[src/rtl/noc_traffic_client_if.sv]
// Load and injection handshake bundle for the NoC traffic client.
// Latency: none, signal bundle only.
// Backpressure: ld_rdy throttles loads, i_ack releases the held injection slot.
interface noc_traffic_client_if #(
    parameter int VC_W = 1,
    parameter int X_W  = 2,
    parameter int Y_W  = 2,
    parameter int D_W  = 28
);
    logic            ld_v;
    logic            ld_rdy;
    logic [VC_W-1:0] ld_vc;
    logic [X_W-1:0]  ld_x;
    logic [Y_W-1:0]  ld_y;
    logic [D_W-1:0]  ld_data;

    logic            i_v;
    logic            i_ack;
    logic [VC_W-1:0] i_vc;
    logic [X_W-1:0]  i_x;
    logic [Y_W-1:0]  i_y;
    logic [D_W-1:0]  i_data;

    // Client side: accepts loads, drives injections
    modport master (
        input  ld_v, ld_vc, ld_x, ld_y, ld_data, i_ack,
        output ld_rdy, i_v, i_vc, i_x, i_y, i_data
    );

    // Environment side: issues loads, acknowledges injections
    modport slave (
        output ld_v, ld_vc, ld_x, ld_y, ld_data, i_ack,
        input  ld_rdy, i_v, i_vc, i_x, i_y, i_data
    );
endinterface

[src/rtl/noc_traffic_client.sv]
// Multi-VC token-bucket shaped traffic injector with round-robin VC service.
// Latency: load to i_v one edge at the earliest; back-to-back injects with no bubble.
// Backpressure: i_v and fields hold until i_ack; ld_rdy drops when the target queue is full.
module noc_traffic_client #(
    parameter int NUM_VC = 2,
    parameter int VC_W   = 1,
    parameter int X_W    = 2,
    parameter int Y_W    = 2,
    parameter int D_W    = 28,
    parameter int SIGMA  = 3,
    parameter int RATE   = 20,
    parameter int QDEPTH = 8,
    parameter int CNT_W  = 16
) (
    input  logic                 clk,
    input  logic                 rst,
    noc_traffic_client_if.master bus,
    input  logic                 regulate,
    input  logic [CNT_W-1:0]     total_pkts,
    input  logic                 o_v,
    output logic [CNT_W-1:0]     sent_cnt,
    output logic [CNT_W-1:0]     recv_cnt,
    output logic                 done,
    output logic                 rx_done
);
    localparam int AW  = $clog2(QDEPTH);
    localparam int PW  = AW + 1;
    localparam int TW  = $clog2(SIGMA + 1);
    localparam int PHW = (RATE > 1) ? $clog2(RATE) : 1;

    typedef struct packed {
        logic [X_W-1:0] x;
        logic [Y_W-1:0] y;
        logic [D_W-1:0] data;
    } pkt_t;

    pkt_t             mem    [NUM_VC][QDEPTH];
    logic [PW-1:0]    wr_ptr [NUM_VC];
    logic [PW-1:0]    rd_ptr [NUM_VC];
    logic [TW-1:0]    tok    [NUM_VC];
    logic [TW-1:0]    tok_nxt[NUM_VC];
    logic [PHW-1:0]   phase;
    logic [VC_W-1:0]  last_grant;
    logic [CNT_W-1:0] issued_cnt;

    logic [NUM_VC-1:0] q_empty, q_full, elig;
    logic              refill, ld_fire, slot_free, grant_any, grant_fire;
    logic [VC_W-1:0]   grant_vc, cand;
    pkt_t              head_pkt;
    logic [TW:0]       tok_sum;

    assign refill     = (phase == PHW'(RATE - 1));
    assign ld_fire    = bus.ld_v & bus.ld_rdy;
    assign slot_free  = !bus.i_v || bus.i_ack;
    assign grant_fire = slot_free & grant_any;

    // Queue status and per-VC eligibility; the MSB of each pointer disambiguates full from empty
    always_comb begin
        for (int v = 0; v < NUM_VC; v++) begin
            q_empty[v] = (wr_ptr[v] == rd_ptr[v]);
            q_full[v]  = (wr_ptr[v][PW-1] != rd_ptr[v][PW-1]) &&
                         (wr_ptr[v][PW-2:0] == rd_ptr[v][PW-2:0]);
            elig[v]    = !q_empty[v] && ((tok[v] != '0) || !regulate) &&
                         (issued_cnt < total_pkts);
        end
    end

    // Load ready follows the addressed queue; an out-of-range VC never matches and stays not-ready
    always_comb begin
        bus.ld_rdy = 1'b0;
        for (int v = 0; v < NUM_VC; v++) begin
            if (bus.ld_vc == VC_W'(v)) bus.ld_rdy = !q_full[v];
        end
    end

    // Round-robin pick: first eligible VC strictly after last_grant, wrapping
    always_comb begin
        grant_any = 1'b0;
        grant_vc  = '0;
        cand      = '0;
        for (int off = 1; off <= NUM_VC; off++) begin
            cand = VC_W'((int'(last_grant) + off) % NUM_VC);
            if (!grant_any && elig[cand]) begin
                grant_any = 1'b1;
                grant_vc  = cand;
            end
        end
    end

    // Head-of-queue packet of the granted VC
    always_comb begin
        head_pkt = '0;
        for (int v = 0; v < NUM_VC; v++) begin
            if (grant_vc == VC_W'(v)) head_pkt = mem[v][rd_ptr[v][AW-1:0]];
        end
    end

    // Next token level: add refill, remove a consumed token, clamp at bucket depth
    always_comb begin
        tok_sum = '0;
        for (int v = 0; v < NUM_VC; v++) begin
            tok_sum = {1'b0, tok[v]} + {{TW{1'b0}}, refill}
                    - {{TW{1'b0}}, (grant_fire && regulate && (grant_vc == VC_W'(v)))};
            tok_nxt[v] = (tok_sum > (TW+1)'(SIGMA)) ? TW'(SIGMA) : tok_sum[TW-1:0];
        end
    end

    // Queue storage write; contents need no reset since the pointers define validity
    always_ff @(posedge clk) begin
        for (int v = 0; v < NUM_VC; v++) begin
            if (ld_fire && (bus.ld_vc == VC_W'(v)))
                mem[v][wr_ptr[v][AW-1:0]] <= '{x: bus.ld_x, y: bus.ld_y, data: bus.ld_data};
        end
    end

    // Pointers, buckets, injection slot, counters and completion flags
    always_ff @(posedge clk) begin
        if (rst) begin
            for (int v = 0; v < NUM_VC; v++) begin
                wr_ptr[v] <= '0;
                rd_ptr[v] <= '0;
                tok[v]    <= TW'(SIGMA);
            end
            phase       <= '0;
            last_grant  <= VC_W'(NUM_VC - 1);
            issued_cnt  <= '0;
            bus.i_v     <= 1'b0;
            bus.i_vc    <= '0;
            bus.i_x     <= '0;
            bus.i_y     <= '0;
            bus.i_data  <= '0;
            sent_cnt    <= '0;
            recv_cnt    <= '0;
            done        <= 1'b0;
            rx_done     <= 1'b0;
        end else begin
            phase <= refill ? '0 : phase + PHW'(1);
            for (int v = 0; v < NUM_VC; v++) begin
                tok[v] <= tok_nxt[v];
                if (ld_fire && (bus.ld_vc == VC_W'(v)))
                    wr_ptr[v] <= wr_ptr[v] + PW'(1);
                if (grant_fire && (grant_vc == VC_W'(v)))
                    rd_ptr[v] <= rd_ptr[v] + PW'(1);
            end
            if (slot_free) begin
                if (grant_any) begin
                    bus.i_v    <= 1'b1;
                    bus.i_vc   <= grant_vc;
                    bus.i_x    <= head_pkt.x;
                    bus.i_y    <= head_pkt.y;
                    bus.i_data <= head_pkt.data;
                    issued_cnt <= issued_cnt + CNT_W'(1);
                    last_grant <= grant_vc;
                end else begin
                    bus.i_v    <= 1'b0;
                end
            end
            if (bus.i_v && bus.i_ack) sent_cnt <= sent_cnt + CNT_W'(1);
            if (o_v && (recv_cnt != '1)) recv_cnt <= recv_cnt + CNT_W'(1);
            if ((total_pkts != '0) && (sent_cnt == total_pkts)) done    <= 1'b1;
            if ((total_pkts != '0) && (recv_cnt == total_pkts)) rx_done <= 1'b1;
        end
    end
endmodule

[src/flat_wrapper.sv]
// flat-port wrapper written by rule: the top's interface ports become plain ports
module noc_traffic_client_flat 
#(
    parameter int NUM_VC = 2,
    parameter int VC_W   = 1,
    parameter int X_W    = 2,
    parameter int Y_W    = 2,
    parameter int D_W    = 28,
    parameter int SIGMA  = 3,
    parameter int RATE   = 20,
    parameter int QDEPTH = 8,
    parameter int CNT_W  = 16
)
  (clk, rst, regulate, total_pkts, o_v, sent_cnt, recv_cnt, done, rx_done, bus_ld_v, bus_ld_vc, bus_ld_x, bus_ld_y, bus_ld_data, bus_i_ack, bus_ld_rdy, bus_i_v, bus_i_vc, bus_i_x, bus_i_y, bus_i_data);
  noc_traffic_client_if #(.VC_W(VC_W), .X_W(X_W), .Y_W(Y_W), .D_W(D_W)) bus_i ();
  input  logic clk;
  input  logic rst;
  input  logic regulate;
  input  logic [CNT_W-1:0] total_pkts;
  input  logic o_v;
  output logic [CNT_W-1:0] sent_cnt;
  output logic [CNT_W-1:0] recv_cnt;
  output logic done;
  output logic rx_done;
  input wire logic [$bits(bus_i.ld_v)-1:0] bus_ld_v;
  input wire logic [$bits(bus_i.ld_vc)-1:0] bus_ld_vc;
  input wire logic [$bits(bus_i.ld_x)-1:0] bus_ld_x;
  input wire logic [$bits(bus_i.ld_y)-1:0] bus_ld_y;
  input wire logic [$bits(bus_i.ld_data)-1:0] bus_ld_data;
  input wire logic [$bits(bus_i.i_ack)-1:0] bus_i_ack;
  output wire logic [$bits(bus_i.ld_rdy)-1:0] bus_ld_rdy;
  output wire logic [$bits(bus_i.i_v)-1:0] bus_i_v;
  output wire logic [$bits(bus_i.i_vc)-1:0] bus_i_vc;
  output wire logic [$bits(bus_i.i_x)-1:0] bus_i_x;
  output wire logic [$bits(bus_i.i_y)-1:0] bus_i_y;
  output wire logic [$bits(bus_i.i_data)-1:0] bus_i_data;
  assign bus_i.ld_v = bus_ld_v;
  assign bus_i.ld_vc = bus_ld_vc;
  assign bus_i.ld_x = bus_ld_x;
  assign bus_i.ld_y = bus_ld_y;
  assign bus_i.ld_data = bus_ld_data;
  assign bus_i.i_ack = bus_i_ack;
  assign bus_ld_rdy = bus_i.ld_rdy;
  assign bus_i_v = bus_i.i_v;
  assign bus_i_vc = bus_i.i_vc;
  assign bus_i_x = bus_i.i_x;
  assign bus_i_y = bus_i.i_y;
  assign bus_i_data = bus_i.i_data;
  noc_traffic_client #(.NUM_VC(NUM_VC), .VC_W(VC_W), .X_W(X_W), .Y_W(Y_W), .D_W(D_W), .SIGMA(SIGMA), .RATE(RATE), .QDEPTH(QDEPTH), .CNT_W(CNT_W)) u_core (.clk(clk), .rst(rst), .bus(bus_i), .regulate(regulate), .total_pkts(total_pkts), .o_v(o_v), .sent_cnt(sent_cnt), .recv_cnt(recv_cnt), .done(done), .rx_done(rx_done));
endmodule
[config.mk]
export PLATFORM = sky130hd
export DESIGN_NAME = noc_traffic_client_flat
export DESIGN_NICKNAME = d
export VERILOG_FILES = /design/src/rtl/noc_traffic_client_if.sv /design/src/rtl/noc_traffic_client.sv /design/src/flat_wrapper.sv
export SDC_FILE = /design/constraint.sdc
export NUM_CORES = 1
export LEC_CHECK = 0
export BUFFER_PORTS_ARGS = -buffer_cell sky130_fd_sc_hd__buf_4
export CAP_MARGIN = 20
export CORE_MARGIN = 4
export CORE_UTILIZATION = 61
export CTS_CLUSTER_DIAMETER = 100
export DETAILED_ROUTE_END_ITERATION = 7
export PLACE_DENSITY = 0.79
export SYNTH_ARGS = -nofsm -noshare
export SYNTH_HDL_FRONTEND = slang
export SYNTH_SLANG_ARGS = --single-unit
[constraint.sdc]
create_clock -name clk -period 4.23 [get_ports clk]
set_input_delay 0.423 -clock clk [delete_from_list [all_inputs] [get_ports clk]]
set_output_delay 0.423 -clock clk [all_outputs]
set_load 0.01 [all_outputs]
# [Word-level counts from Yosys, hierarchy flattened]
# Memory sizes are Yosys's and may differ from the RTL's.
# Index checks and enable logic that the tools add are counted.
[word_totals] in_bits=55 output_inout_bits=69 n_memories=4 word_cells=150 ramBits=532 ff_bits=90
[mem_list] name="u_core.mem" words=2 width=256 rd=2 rd_clocked_by_memory_dff=0 write_ports=1 line="noc_traffic_client.sv:37" rtl="pkt_t mem [NUM_VC][QDEPTH];"
[mem_list] name="u_core.rd_ptr" words=2 width=4 rd=2 rd_clocked_by_memory_dff=0 write_ports=2 line="noc_traffic_client.sv:39" rtl="logic [PW-1:0] rd_ptr [NUM_VC];"
[mem_list] name="u_core.wr_ptr" words=2 width=4 rd=2 rd_clocked_by_memory_dff=0 write_ports=2 line="noc_traffic_client.sv:38" rtl="logic [PW-1:0] wr_ptr [NUM_VC];"
[mem_list] name="u_core.tok" words=2 width=2 rd=2 rd_clocked_by_memory_dff=0 write_ports=2 line="noc_traffic_client.sv:40" rtl="logic [TW-1:0] tok [NUM_VC];"
[op_classes] n_reduce_logical=36 order_cmp=11 eq_ne=10 muxes=49 addsub=14 bitwise=14
[ops] operator="256-bit two-way mux" n=4
[ops] operator="256-bit OR reduction" n=1
[ops] operator="32-bit two-way mux" n=7
[ops] operator="32-bit binary-select mux with 3-bit select" n=2
[ops] operator="32-bit demux with 3-bit select" n=2
[ops] operator="16-bit by 1-bit adder with 16-bit output (second input constant)" n=3
[ops] operator="16-bit equality test" n=2
[ops] operator="1-bit two-way mux" n=26
[ops] operator="1-bit logical AND" n=20
[ops] operator="4-bit by 1-bit adder with 4-bit output (second input constant)" n=4
[ops] operator="4-bit >= comparator (second input constant)" n=4
[ops] operator="16-bit < comparator" n=1
[ops] operator="4-bit two-way mux" n=4
[ops] operator="16-bit inequality test (second input constant)" n=1
[ops] operator="3-bit NOT with 4-bit output" n=4
[ops] operator="16-bit nonzero test" n=1
[ops] operator="4-bit equality test" n=2
[ops] operator="4-bit by 1-bit < comparator with 1-bit output (second input constant)" n=2
[ops] operator="2-bit two-way mux" n=4
[ops] operator="1-bit zero test" n=7
[ops] operator="2-bit by 1-bit adder with 3-bit output" n=2
[ops] operator="3-bit equality test" n=2
[ops] operator="3-bit by 2-bit > comparator with 1-bit output (second input constant)" n=2
[ops] operator="1-bit bitwise OR" n=6
[ops] operator="other kinds (12)" n=21

# [Longest topological paths before layout]
# Gate-level depths: netlist of the first run.
[logic_depth] word_depth=17 mapped_depth=16 depth_no_buf=14

# [Worst setup path before layout of the first run]
# No wires, ideal clock.
[synth_path] kind="register to register" from="memory u_core.wr_ptr[0][5] (netlist bit)" to="memory u_core.mem[0][480] (netlist bit) (enable)" arrival_ns=3.331 period_less_slack_ns=3.792 path_stages_with_launch=6 required_ns=3.769 setup_slack_ns=0.438 path_cell_list="edfxtp_1 -> xor2_1 -> nor2_1 -> a31oi_1 -> nand2b_1 -> nor3_1"
[synth_lines] item="start: declaration" line="noc_traffic_client.sv:38"
[synth_lines] item="end: declaration" line="noc_traffic_client.sv:37"

==> reports/qor_table.md, run 1 <==
| Step | Result | Reported |
|---|---|---|
| status | Run status | completed |
| power and ir drop | Maximum vdd drop | 0.439 mV |
| power and ir drop | Clock share of power | 0.328 |
| timing | Maximum clock frequency | 295 MHz |
| grt | Wire length of the first global-routing pass | 84.5 mm |
| synth | Yosys warning total | 0 |
| worst setup path | Most used cell along the critical path | sky130_fd_sc_hd__ha_1 |
| power and ir drop | Cell leakage power | 0.00979 µW |
| clock network | Post-CTS setup buffer count | 0 |
| clock network | Clock buffers created by TritonCTS | 59 |
| timing | Unrepaired setup endpoints after global routing | false |
| worst setup path | Data required, critical path | 4700 ps |
| final layout | # fillers | 2385 |
| synth | Unique cell type count in the Yosys netlist | 58 |
| worst setup path | Data arrival time of the worst path | 3860 ps |
| timing | Number of hold-slack violations in the final timing report | 0 |
| grt | Overall fraction of global-route tracks in use | 0.253 |
| timing | Setup clock skew after layout | 37.3 ps |
| placed design | Count of buffers inserted at the top-level ports | 123 |
| power and ir drop | Switching power | 4220 µW |
| route | Antenna violation net count after detailed routing | 0 |
| route | Total wirelength of the detailed-routed design | 55.4 mm |
| grt | Met2 Usage GRT | 0.418 |
| timing | Final worst path period share | 0.800 |
| power and ir drop | Total power draw | 15800 µW |
| synth | Synthesized flop and latch total | 622 |
| timing | Number of pins exceeding their max-slew limit in the final report | 0 |
| synth | Portion of the post-synthesis area used by sequential elements | 0.708 |
| grt | Met1 Usage GRT | 0.357 |
| route | Number of DRC violations after detailed-routing iteration 0 | 1472 |
| timing | TNS Setup | 0 ps |
| timing | Slew @ Worst Pin | 1060 ps |
| die | Vertical extent of the die | 211 µm |
| timing | Tmin final | 3380 ps |
| worst setup path | Peak per-stage delay on the critical path | 450 ps |
| grt | Antenna violations before repair | 0 |
| clock network | Largest buffer count on any clock path | 3 |
| final layout | Utilization of the core after routing | 0.713 |
| worst setup path | Category of the most critical setup path | flop to flop |
| worst setup path | Crit path cell chain | ha_1 > a21oi_1 > o21ai_0 > a221oi_2 > and3_2 > a21oi_1 > and2_1 > ha_1 > inv_1 > ha_1 > fa_1 > xnor2_1 > or3_1 |
| synth | Avg Synthesized Cell Area | 18.0 µm² |
| clock network | Number of instances resized during post-cts repair | 0 |
| clock network | Post-CTS Hold Buffers | 0 |
| grt | Remaining Overflow, GRT | 0 |
| run | Total of max-cap violations | 0 |
| synth | Number of flops mapped to enable cells by yosys | 528 |
| synth | Top_reg_cell synth | sky130_fd_sc_hd__edfxtp_1 |
| die | Row Count | 73 |
| synth | Total nets after synthesis | 1474 |
| route | Drt drc | 0 |
| route | Total via count in the routed design | 13500 |
| grt | Met3 usage in global routing | 0.0373 |
| synth | Share of synthesized flip-flops with an asynchronous set or reset | 0 |
| grt | Pin count of the biggest net entering global routing | 71 |
| worst setup path | Type of destination of the critical path | flop |
| final layout | Ratio of cells with drive above 1 in the final layout | 0.260 |
| power and ir drop | Share of power burned in registers | 0.455 |
| die | Floorplan die area | 44400 µm² |
| worst setup path | Crit-path max FO | 5 |
| grt | Via count of the first global-routing pass | 13700 |
| synth | Synth Instances | 1390 |
| timing | Number of failing setup endpoints in the final timing report | 0 |
| worst setup path | Critical path launch point type | flop |
| clock network | H-tree level count | 2 |
| power and ir drop | Combinational share of power | 0.217 |
| clock network | TritonCTS clock tree | built |
| die | IO Pins | 124 |
| final layout | Total inserted antenna cells | 0 |
| synth | Summed instance area of the synthesized netlist | 25100 µm² |
| power and ir drop | Sw Share | 0.268 |
| power and ir drop | Pwr dens | 551 nW/µm² |
| placed design | Routability congestion estimate | 0.882 |
| worst setup path | Slowest stage cell on the critical path | sky130_fd_sc_hd__a221oi_2 |
| placed design | Number of placed cells counting well taps | 2007 |
| worst setup path | Cell type group with the largest total delay on the critical path | adder cells |
| clock network | Clock sink count | 622 |
| clock network | Clock root buffer | sky130_fd_sc_hd__clkbuf_16 |
| placed design | Post-detail-place hpwl | 31.1 mm |
| worst hold path | Worst hold path type | primary input to flop |
| clock network | Worst skew pair latency | 620 ps |
| route | Via density per instance | 6.35 |
| route | Per-cell routed wire length | 26.2 µm |
| final layout | Post-Layout Cell Count | 2119 |
| grt | Most Used Layer, Global Route | met2 |
| die | Starting density of the core | 0.624 |
| die | CORE AREA | 40200 µm² |
| timing | Worst-case headroom to the max-slew limit | 0.295 |
| final layout | Number of nets in the finished design | 1627 |
| final layout | Area growth from synthesis to layout | 14.4% |
| die | DIE WIDTH | 211 µm |
| clock network | Clock-pin slew on the worst setup and hold paths | 60 ps |
| route | DRT Pass-1 Iters | 5 |
| worst setup path | Crit path buf inv count | 1 |
| power and ir drop | Cell internal power dissipation | 11600 µW |
## per-layer routing
layer	up-vias	wire [µm]
li1	5815	-
met2	577	28000
met3	95	4220
met1	6978	21800
met4	0	1370
met5	-	0
## sequential cells by signal, indices dropped and copies added (netlist names)
register           count
u_core.sent_cnt       16
u_core.rx_done         1
u_core.bus.i_data     28
u_core.bus.i_v         1
u_core.bus.i_y         2
u_core.wr_ptr          8
u_core.mem           512
u_core.phase           5
u_core.bus.i_vc        1
u_core.issued_cnt     16
u_core.tok             4
u_core.bus.i_x         2
u_core.done            1
u_core.rd_ptr          8
u_core.last_grant      1
u_core.recv_cnt       16
## synthesized netlist by cell type, types with 10 or more instances
cell,number,area share
sky130_fd_sc_hd__edfxtp_1,528,0.63
sky130_fd_sc_hd__mux4_2,128,0.12
sky130_fd_sc_hd__mux2i_1,101,0.040
sky130_fd_sc_hd__dfxtp_1,94,0.075
sky130_fd_sc_hd__nor2_1,69,0.010
sky130_fd_sc_hd__xor2_1,41,0.014
sky130_fd_sc_hd__inv_1,35,0.0052
sky130_fd_sc_hd__xnor2_1,35,0.012
sky130_fd_sc_hd__nand2_1,34,0.0051
sky130_fd_sc_hd__a22o_1,32,0.011
sky130_fd_sc_hd__clkbuf_1,31,0.0046
sky130_fd_sc_hd__a21oi_1,27,0.0054
sky130_fd_sc_hd__ha_1,27,0.013
sky130_fd_sc_hd__buf_2,24,0.0048
sky130_fd_sc_hd__nand3_1,21,0.0042
sky130_fd_sc_hd__or3_1,20,0.0050
sky130_fd_sc_hd__o21ai_0,19,0.0038
sky130_fd_sc_hd__nand4_1,13,0.0032
sky130_fd_sc_hd__nor3_1,13,0.0026
sky130_fd_sc_hd__and3_1,10,0.0025
## metrics by stage
stage / hold slack, ps / area, µm² / setup WS (ps)
floorplan: 433 / 25100 / 438
global placement: 452 / 26800 / 703
detailed placement: 450 / 26800 / 605
CTS: 61.4 / 28700 / 866
global route: 86.9 / 28700 / 630
finish: 102 / 28700 / 845
## final cells by class
cell class                 count  area, µm²  share of cell area
inverter                      35        131             0.00458
clock inverter                40        365              0.0127
multi-input combinational    665       6990               0.244
sequential                   622      17700               0.619
clock buffer                  72       1560              0.0543
tap                          525        657              0.0229
timing repair buffer         160       1240              0.0432
## logic make-up after synthesis
family | count (synthesis) | synth area share
simple gates | 235 | 0.0496
buf+inv | 103 | 0.0186
fa+ha+maj | 29 | 0.0151
flops | 622 | 0.708
compound gates | 95 | 0.0266
mux | 229 | 0.155
xor+xnor | 77 | 0.0272
## cells in the final DEF, fill, tap and decap left out, types with 3 or more instances in the layout
master and n:
sky130_fd_sc_hd__xnor2_1 35, sky130_fd_sc_hd__and2_1 8, sky130_fd_sc_hd__o31ai_1 3, sky130_fd_sc_hd__a21oi_1 27, sky130_fd_sc_hd__nor3_1 9, sky130_fd_sc_hd__ha_1 27, sky130_fd_sc_hd__nand3_1 21, sky130_fd_sc_hd__bufinv_16 5
sky130_fd_sc_hd__nand2b_1 9, sky130_fd_sc_hd__clkbuf_16 60, sky130_fd_sc_hd__and3_1 9, sky130_fd_sc_hd__nor3_2 4, sky130_fd_sc_hd__a22o_1 32, sky130_fd_sc_hd__edfxtp_1 528, sky130_fd_sc_hd__and4_1 4, sky130_fd_sc_hd__or3_1 20
sky130_fd_sc_hd__or4_1 3, sky130_fd_sc_hd__mux4_2 128, sky130_fd_sc_hd__buf_12 3, sky130_fd_sc_hd__or2_2 5, sky130_fd_sc_hd__clkinvlp_4 5, sky130_fd_sc_hd__clkinv_2 17, sky130_fd_sc_hd__nor4_1 9, sky130_fd_sc_hd__nand4_1 13
sky130_fd_sc_hd__nand2_1 34, sky130_fd_sc_hd__nor2_1 57, sky130_fd_sc_hd__buf_4 157, sky130_fd_sc_hd__dfxtp_1 94, sky130_fd_sc_hd__nor2_4 13, sky130_fd_sc_hd__o21ai_0 19, sky130_fd_sc_hd__clkbuf_1 11, sky130_fd_sc_hd__xor2_1 41
sky130_fd_sc_hd__a31oi_1 3, sky130_fd_sc_hd__inv_1 35, sky130_fd_sc_hd__mux2i_1 101, sky130_fd_sc_hd__clkinv_1 10
## path summary, 6_finish.rpt
check                                                  startpoint                        endpoint  slack, ps  cells past startpoint
worst max-delay path            u_core.issued_cnt[7]$_SDFFE_PP0N_     u_core.tok[0][1]$_SDFF_PP1_        850                     13
worst min-delay path                               bus_ld_data[2]    u_core.mem[0][194]$_DFFE_PP_        100                      1
worst max register to register  u_core.issued_cnt[7]$_SDFFE_PP0N_     u_core.tok[0][1]$_SDFF_PP1_        850                     13
worst min register to register     u_core.last_grant$_SDFFE_PP1N_  u_core.last_grant$_SDFFE_PP1N_        470                      1
## worst register-to-register path: cells and delay by family (launching register included)
kind / cells / cell delay, ps
buf+inv: 1 / 40
fa+ha+maj: 4 / 1130
xor+xnor: 1 / 140
flops: 1 / 400
compound gates: 4 / 780
simple gates: 3 / 780
## power by group through the flow
stage / Sequential, µW / Clock [µW] / Combinational [µW]
after detailed placement: 7300 / 0 / 3430
after CTS: 7180 / 5260 / 3470
after global placement: 7290 / 0 / 3350
after floorplan: 7330 / 0 / 2330
after global routing: 7210 / 5540 / 3700
final: 7180 / 5180 / 3430
Note: power is estimated with default switching activity, not from simulation.
==> inputs of run 2 (changes only) <==
CORE_UTILIZATION = 55   (was 61)
PLACE_DENSITY = 0.76   (was 0.79)
clock period = 2.9 ns   (was 4.23 ns; I/O delays follow)
==> run 2 against run 1 <==
Compared with the run above:
- the run now ends with negative setup slack left
- utilization is 4.4 points lower
- routed wire length grew 0.23%
- register-to-register slack worse by 1000 ps
- worst hold slack got worse by 46 ps
- clock-buffer cell count down 2
- highest routed layer is now met5
- final area up 4.1%
- non-clock buffer count up 91
- clock skew is 23 ps lower
- sequential cell count did not move
- clock power up 51%
- total power increased by 49%
- critical endpoint unchanged
- first-iteration DRC count decreased by 3.1%
==> reports/qor_table.md, run 2 (synthesis gave the netlist of run 1 again) <==
| Step | Result | Reported |
|---|---|---|
| status | Run status | finished with violations |
| status | Violated checks | negative setup slack |
| worst setup path | Cell type group with the largest total delay on the critical path | adder cells |
| power and ir drop | Share of power burned in registers | 0.444 |
| worst setup path | Data required, critical path | 3380 ps |
| route | Number of DRC violations after detailed-routing iteration 0 | 1426 |
| worst setup path | R2R Path Start | u_core.issued_cnt[14]$_SDFFE_PP0N_ |
| clock network | Largest buffer count on any clock path | 3 |
| grt | Pin count of the biggest net entering global routing | 71 |
| clock network | Clock sink count | 622 |
| final layout | Number of nets in the finished design | 1718 |
| worst setup path | Critical path launch point type | flop |
| grt | Met1 Usage GRT | 0.309 |
| route | DRT Pass-1 Iters | 5 |
| power and ir drop | Cell internal power dissipation | 17300 µW |
| clock network | Clock buffers created by TritonCTS | 59 |
| timing | Number of failing setup endpoints in the final timing report | 4 |
| timing | Hold slack final | 55.9 ps |
| clock network | TritonCTS clock tree | built |
| worst hold path | Worst hold path type | primary input to flop |
| timing | Maximum clock frequency | 323 MHz |
| grt | Wire length of the first global-routing pass | 84.5 mm |
| worst setup path | Crit path cell chain | ha_4 > nand4_1 > nor3_4 > buf_6 > a32oi_4 > buf_4 > a21oi_2 > and2_1 > ha_1 > inv_1 > ha_2 > fa_2 > or3_4 |
| die | Vertical extent of the die | 221 µm |
| power and ir drop | Clock share of power | 0.332 |
| worst setup path | Peak per-stage delay on the critical path | 430 ps |
| grt | Via count of the first global-routing pass | 13700 |
| power and ir drop | Combinational share of power | 0.224 |
| final layout | Highest-count cells in the layout ignoring fill and taps | 528 x sky130_fd_sc_hd__edfxtp_1, 209 x sky130_fd_sc_hd__buf_4, 128 x sky130_fd_sc_hd__mux4_2 |
| die | IO Pins | 124 |
| worst setup path | Register-to-register setup slack | -190 ps |
| die | CORE AREA | 44600 µm² |
| power and ir drop | Pwr dens | 789 nW/µm² |
| clock network | Worst skew pair latency | 600 ps |
| final layout | Max reg flops | 512 |
| worst setup path | Crit path buf inv count | 3 |
| route | Per-cell routed wire length | 24.4 µm |
| final layout | Area growth from synthesis to layout | 19.1% |
| route | Drt drc | 0 |
| grt | Met2 Usage GRT | 0.375 |
| placed design | Routability congestion estimate | 0.879 |
| power and ir drop | Sw Share | 0.264 |
| route | Total via count in the routed design | 13600 |
| grt | Remaining Overflow, GRT | 0 |
| grt | Most Used Layer, Global Route | met2 |
| final layout | Leading cell type in the layout, fill and taps excluded | sky130_fd_sc_hd__edfxtp_1 |
| clock network | H-tree level count | 2 |
| timing | Setup clock skew after layout | 13.8 ps |
| route | Via density per instance | 5.98 |
| power and ir drop | Cell leakage power | 0.0102 µW |
| clock network | Clock-pin slew on the worst setup and hold paths | 60 ps |
| timing | Number of hold-slack violations in the final timing report | 0 |
| worst setup path | Cell depth of the worst flop-to-flop path | 13 |
| timing | Worst-case headroom to the max-slew limit | 0.288 |
| route | Antenna violation net count after detailed routing | 0 |
| power and ir drop | Maximum vdd drop | 0.645 mV |
| timing | Unrepaired setup endpoints after global routing | true |
| run | Total of max-cap violations | 0 |
| worst setup path | Category of the most critical setup path | flop to flop |
| placed design | Post-detail-place hpwl | 30.7 mm |
| timing | Number of pins exceeding their max-slew limit in the final report | 0 |
| worst setup path | Slowest stage cell on the critical path | sky130_fd_sc_hd__fa_2 |
| power and ir drop | Total power draw | 23600 µW |
| die | Starting density of the core | 0.562 |
| die | Floorplan die area | 49100 µm² |
| worst setup path | Endpoint of the lowest-slack register-to-register path | u_core.tok[0][1]$_SDFF_PP1_ |
| clock network | Clock root buffer | sky130_fd_sc_hd__clkbuf_16 |
| worst setup path | Type of destination of the critical path | flop |
| worst hold path | Hold Crit Depth | 4 |
| timing | Slew @ Worst Pin | 1070 ps |
| worst hold path | Startpoint of the most critical hold path | o_v |
| worst hold path | Hold EP | u_core.recv_cnt[0]$_SDFFE_PP0P_ |
| grt | Met3 usage in global routing | 0.0425 |
| die | Row Count | 77 |
| timing | Final worst path period share | 1.07 |
| grt | Overall fraction of global-route tracks in use | 0.224 |
| power and ir drop | Switching power | 6220 µW |
| timing | Final setup slack of the worst path | -193 ps |
| worst setup path | Data arrival time of the worst path | 3580 ps |
| timing | Tmin final | 3090 ps |
| die | DIE WIDTH | 221 µm |
| grt | Antenna violations before repair | 2 |
| placed design | Count of buffers inserted at the top-level ports | 123 |
| final layout | Ratio of cells with drive above 1 in the final layout | 0.296 |
| worst setup path | Crit-path max FO | 3 |
| route | Total wirelength of the detailed-routed design | 55.6 mm |
run 2: changes by cell type in the layout (fill, tap and decap cells not counted), moves of 4 or more:
| cell | before | now |
|---|---|---|
| sky130_fd_sc_hd__dfxtp_2 | 0 | 5 |
| sky130_fd_sc_hd__clkinv_2 | 17 | 8 |
| sky130_fd_sc_hd__buf_4 | 157 | 209 |
| sky130_fd_sc_hd__dfxtp_1 | 94 | 89 |
| sky130_fd_sc_hd__ha_1 | 27 | 19 |
| sky130_fd_sc_hd__ha_4 | 0 | 7 |
| sky130_fd_sc_hd__buf_12 | 3 | 7 |
| sky130_fd_sc_hd__dlygate4sd3_1 | 0 | 32 |
run 2: what timing repair did:
action / 4_1_cts / 5_1_grt
endpoints found under the setup margin: 21 / 14
pin swaps: 2 / 2
gates resized for setup: 6 / 8
buffers inserted: 1 / 3
hold buffers: 32 / 0
endpoints found under the hold margin: 512 / 0
run 2: power by group through the flow:
stage | Sequential [µW] | Clock, µW | Combinational (µW)
floorplan | 10700 | 0 | 3460
global placement | 10600 | 0 | 5110
detailed placement | 10600 | 0 | 5190
CTS | 10500 | 7950 | 5300
global route | 10500 | 8350 | 5660
finish | 10500 | 7830 | 5270
run 2: metal layers:
layer	up-vias	wire length, µm	share of wire
met5	-	13	0.00023
met4	2	1400	0.025
met3	102	3840	0.069
met2	549	28100	0.51
met1	6964	22200	0.40
li1	5984	-	-
run 2: worst reg2reg max path, delay by kind of cell, from the launching register on:
kind	cells	cell delay [ps]
flip-flops	1	340
adder cells (fa/ha/maj)	4	1100
buffers and inverters	3	380
AND/OR/NAND/NOR	4	920
AO/OA/AOI/OAI	2	240
run 2: worst max-delay path by stage:
| stage | startpoint | to | slack (ps) | cells past startpoint |
|---|---|---|---|---|
| finish | u_core.issued_cnt[14]$_SDFFE_PP0N_ | u_core.tok[0][1]$_SDFF_PP1_ | -190 | 13 |
| global route | u_core.issued_cnt[14]$_SDFFE_PP0N_ | u_core.tok[0][1]$_SDFF_PP1_ | -250 | 13 |
| CTS | u_core.issued_cnt[14]$_SDFFE_PP0N_ | u_core.tok[0][1]$_SDFF_PP1_ | -220 | 12 |
| detailed placement | total_pkts[14] | u_core.tok[0][1]$_SDFF_PP1_ | -390 | 14 |
| global placement | total_pkts[5] | u_core.tok[0][1]$_SDFF_PP1_ | -340 | 14 |
| floorplan | u_core.wr_ptr[0][5]$_SDFFCE_PN0P_ | u_core.mem[0][480]$_DFFE_PP_ | -890 | 5 |
run 2: final cells by class:
type | count | area [µm²]
Tap cell | 592 | 741
Sequential cell | 622 | 17700
Multi-Input combinational cell | 665 | 7170
Timing Repair Buffer | 251 | 2070
Antenna cell | 1 | 2.50
Clock inverter | 40 | 428
Inverter | 35 | 131
Fill cell | 2866 | 14800
Clock buffer | 70 | 1560
run 2: per-stage QoR:
| step | setup WS [ps] | std cells | instance area [µm²] | setup TNS, ps | utilization |
|---|---|---|---|---|---|
| floorplan | -891 | 1390 | 25200 | -60990 | - |
| global placement | -344 | 2129 | 27400 | -1890 | 0.615 |
| detailed placement | -389 | 2129 | 27400 | -2340 | 0.615 |
| CTS | -216 | 2272 | 29800 | -579 | 0.668 |
| global route | -255 | 2276 | 29800 | -677 | 0.669 |
| finish | -193 | 2276 | 29800 | -370 | 0.669 |
==> inputs of run 3 (changes only) <==
ABC_AREA = 1   (was default)
PLACE_DENSITY = 0.75   (was 0.76)
==> run 3 against run 2 <==
Compared with the run above:
- the run now ends clean
- via count grew 43%
- non-clock buffer count down 3
- synthesized area up 5.1%
- highest routed layer unchanged
- worst setup slack improved by 330 ps
- final cell count up 47%
- critical path type unchanged
- fmax grew 12%
- final area up 3.5%
- clock power fell by 1%
==> reports/qor_table.md, run 3 <==
| Step | Result | Reported |
|---|---|---|
| run | Total of max-cap violations | 0 |
| timing | Tmin final | 2760 ps |
| clock network | Worst skew pair latency | 630 ps |
| worst setup path | R2R Path Start | u_core.issued_cnt[11]$_SDFFE_PP0N_ |
| synth | Cell accounting for the most synthesized area | sky130_fd_sc_hd__edfxtp_1 |
| timing | Worst-case headroom to the max-slew limit | 0.376 |
| power and ir drop | Maximum vdd drop | 0.721 mV |
| power and ir drop | Pwr dens | 831 nW/µm² |
| final layout | # fillers | 3440 |
| synth | Basic-gate share of the synthesized area counting and, or, nand and nor cells | 0.208 |
| die | DIE WIDTH | 227 µm |
| timing | Slew @ Worst Pin | 936 ps |
| timing | Maximum clock frequency | 362 MHz |
| final layout | Max reg flops | 512 |
| route | Total wirelength of the detailed-routed design | 69.9 mm |
| clock network | Clock root buffer | sky130_fd_sc_hd__clkbuf_16 |
| die | Starting density of the core | 0.561 |
| grt | Overall fraction of global-route tracks in use | 0.269 |
| synth | Synthesized flop and latch total | 622 |
| synth | Mux contribution to synthesized area | 0 |
| synth | Synth Instances | 2507 |
| power and ir drop | Clock share of power | 0.302 |
| final layout | Number of nets in the finished design | 2771 |
| route | Number of DRC violations after detailed-routing iteration 0 | 2334 |
| worst setup path | Type of destination of the critical path | flop |
| power and ir drop | Sw Share | 0.340 |
| timing | Number of hold-slack violations in the final timing report | 0 |
| synth | Total nets after synthesis | 2591 |
| clock network | Clock buffers created by TritonCTS | 60 |
| clock network | Largest buffer count on any clock path | 3 |
| worst setup path | Crit-path max FO | 4 |
| timing | Setup clock skew after layout | 20.7 ps |
| final layout | Ratio of cells with drive above 1 in the final layout | 0.130 |
| worst setup path | Data required, critical path | 3410 ps |
| worst setup path | Cell depth of the worst flop-to-flop path | 13 |
| route | Drt drc | 0 |
| worst setup path | Critical path launch point type | flop |
| grt | Antenna violations before repair | 1 |
| power and ir drop | Combinational share of power | 0.293 |
| synth | Share of Yosys cell area claimed by the top area cell type | 0.602 |
| timing | Unrepaired setup endpoints after global routing | false |
| power and ir drop | Cell leakage power | 0.0118 µW |
| placed design | Post-detail-place hpwl | 39.5 mm |
| synth | Top-count cell post-synth | sky130_fd_sc_hd__nand2_1 |
| synth | Avg Synthesized Cell Area | 10.5 µm² |
| final layout | Total inserted antenna cells | 0 |
| synth | Number of flops mapped to enable cells by yosys | 528 |
| synth | Summed instance area of the synthesized netlist | 26300 µm² |
| synth | Dominant combinational cell family by area after synthesis | simple AND/OR/NAND/NOR gates |
| route | Total via count in the routed design | 19500 |
| clock network | Clock sink count | 622 |
| placed design | Count of buffers inserted at the top-level ports | 123 |
| synth | Top_reg_cell synth | sky130_fd_sc_hd__edfxtp_1 |
| timing | Hold slack final | 81.0 ps |
| grt | Wire length of the first global-routing pass | 106 mm |
| route | DRT Pass-1 Iters | 5 |
| synth | Yosys warning total | 0 |
| clock network | Clock-pin slew on the worst setup and hold paths | 60 ps |
| grt | Remaining Overflow, GRT | 0 |
| route | Per-cell routed wire length | 20.9 µm |
| die | IO Pins | 124 |
| timing | Number of pins exceeding their max-slew limit in the final report | 0 |
| worst hold path | Hold Crit Depth | 4 |
| timing | Number of failing setup endpoints in the final timing report | 0 |
| worst setup path | Worst setup path startpoint | u_core.issued_cnt[11]$_SDFFE_PP0N_ |
| die | Vertical extent of the die | 227 µm |
| power and ir drop | Share of power burned in registers | 0.406 |
| route | Antenna violation net count after detailed routing | 0 |
| grt | Via count of the first global-routing pass | 18700 |
| worst setup path | Category of the most critical setup path | flop to flop |
| route | Via density per instance | 5.82 |
| grt | Pin count of the biggest net entering global routing | 159 |
| final layout | Highest-count cells in the layout ignoring fill and taps | 733 x sky130_fd_sc_hd__nand2_1, 528 x sky130_fd_sc_hd__edfxtp_1, 353 x sky130_fd_sc_hd__nand3_1 |
| power and ir drop | Switching power | 8730 µW |
| final layout | Utilization of the core after routing | 0.658 |
| worst hold path | Startpoint of the most critical hold path | bus_i_ack |
| synth | Synthesized-area fraction occupied by ao, oa, aoi and oai cells | 0.0477 |
| synth | Unique cell type count in the Yosys netlist | 39 |
| synth | Xor/xnor cell area share of the yosys netlist | 0.0126 |
| synth | Dominant cells by area after synthesis | sky130_fd_sc_hd__edfxtp_1 60%, sky130_fd_sc_hd__nand2_1 10%, sky130_fd_sc_hd__dfxtp_1 7.1% |
| status | Run status | completed |
| die | Row Count | 79 |
| die | CORE AREA | 47000 µm² |
| timing | Final worst path period share | 0.952 |
| clock network | H-tree level count | 2 |
| placed design | Routability congestion estimate | 0.903 |
| final layout | Area growth from synthesis to layout | 17.2% |
| worst hold path | Worst hold path type | primary input to flop |
| power and ir drop | Cell internal power dissipation | 16900 µW |
| die | Floorplan die area | 51500 µm² |
| synth | Commonest cells in the synthesized netlist | 734 x sky130_fd_sc_hd__nand2_1, 528 x sky130_fd_sc_hd__edfxtp_1, 353 x sky130_fd_sc_hd__nand3_1 |
| worst setup path | Data arrival time of the worst path | 3270 ps |
| clock network | TritonCTS clock tree | built |
| placed design | Placed instance area | 28500 µm² |
| synth | Share of synthesized flip-flops with an asynchronous set or reset | 0 |
| final layout | Final design instance area without fill | 30900 µm² |
| synth | Arithmetic-cell share of the synthesized area counting full adders, half adders and majority gates | 0.0143 |
| synth | Portion of the post-synthesis area used by sequential elements | 0.673 |
| final layout | Leading cell type in the layout, fill and taps excluded | sky130_fd_sc_hd__nand2_1 |
## run 3: cell types whose count changed in the layout (fill, tap and decap cells not counted), sizes merged, moves of 32 or more
cell | previous run | this run
o21ai | 21 | 88
mux4 | 128 | 0
mux2i | 101 | 0
nand4 | 16 | 49
a22o | 32 | 0
nand3 | 21 | 354
a21oi | 27 | 146
inv | 38 | 163
nand2 | 35 | 736
## run 3: repair_timing
action | 4_1_cts | 5_1_grt
endpoints found under the hold margin | 512 | 0
hold buffers | 32 | 0
setup endpoints to repair | 0 | 4
gates resized for setup | 0 | 18
buffers inserted | 0 | 3
## run 3: per-stage QoR
| stage | total power (µW) | TNS [ps] | setup slack [ps] | instances |
|---|---|---|---|---|
| 3_5_place_dp | 17900 | -133 | -71.7 | 3197 |
| 3_3_place_gp | 17700 | -20.9 | -15.5 | 3197 |
| 2_1_floorplan | 15400 | -36470 | -293 | 2507 |
| 6_report | 25700 | 0 | 141 | 3345 |
| 5_1_grt | 27000 | 0 | 4.44 | 3345 |
| 4_1_cts | 25700 | 0 | 49.8 | 3342 |
## run 3: cells by family (layout without fill, tap and decap cells)
group,count (synthesis),count (layout)
flops,622,622
compound gates,245,245
xor+xnor,38,38
buf+inv,293,524
fa+ha+maj,29,29
simple gates,1280,1280
## run 3: cell type report
type                    count  area, µm²  share of cell area
repair buffers            248       2150              0.0698
well taps                 607        759              0.0246
clock buffers              84       1650              0.0535
multi-input cells        1592       7660               0.248
clock inverters            29        304             0.00985
flip-flops and latches    622      17700               0.574
inverters                 163        613              0.0199
## run 3: layer usage
metal / share of wire / GRT usage / up-vias / routed length, µm
met5: 0.00017 / 0 / - / 12
met4: 0.028 / 0.0909 / 2 / 1950
met3: 0.096 / 0.0366 / 156 / 6710
met2: 0.48 / 0.442 / 1003 / 33600
met1: 0.39 / 0.374 / 9287 / 27600
li1: - / - / 9025 / -
## run 3: power groups by stage
stage | clock network [µW] | logic [µW] | registers, µW
floorplan | 0 | 4770 | 10600
finish | 7740 | 7510 | 10400
global placement | 0 | 7170 | 10600
detailed placement | 0 | 7330 | 10600
global route | 8220 | 8330 | 10400
CTS | 7840 | 7450 | 10400
## run 3: worst paths after layout
check                                 to  slack (ps)
max          u_core.tok[0][3]$_SDFF_PP1_         140
min          u_core.bus.i_v$_SDFFE_PP0N_          80
max reg2reg  u_core.tok[0][3]$_SDFF_PP1_         140
min reg2reg   u_core.phase[0]$_SDFF_PP0_         450
## run 3: critical path: stages (launching register included)
cell and delay [ps]:
sky130_fd_sc_hd__dfxtp_1 310, sky130_fd_sc_hd__ha_1 310, sky130_fd_sc_hd__nand2_1 170, sky130_fd_sc_hd__o21ai_2 110, sky130_fd_sc_hd__a21oi_4 250, sky130_fd_sc_hd__nand4_4 130, sky130_fd_sc_hd__or2_4 250, sky130_fd_sc_hd__nor2_1 100
sky130_fd_sc_hd__ha_1 240, sky130_fd_sc_hd__inv_1 60, sky130_fd_sc_hd__ha_1 180, sky130_fd_sc_hd__fa_2 440, sky130_fd_sc_hd__inv_1 70, sky130_fd_sc_hd__nand2_1 50
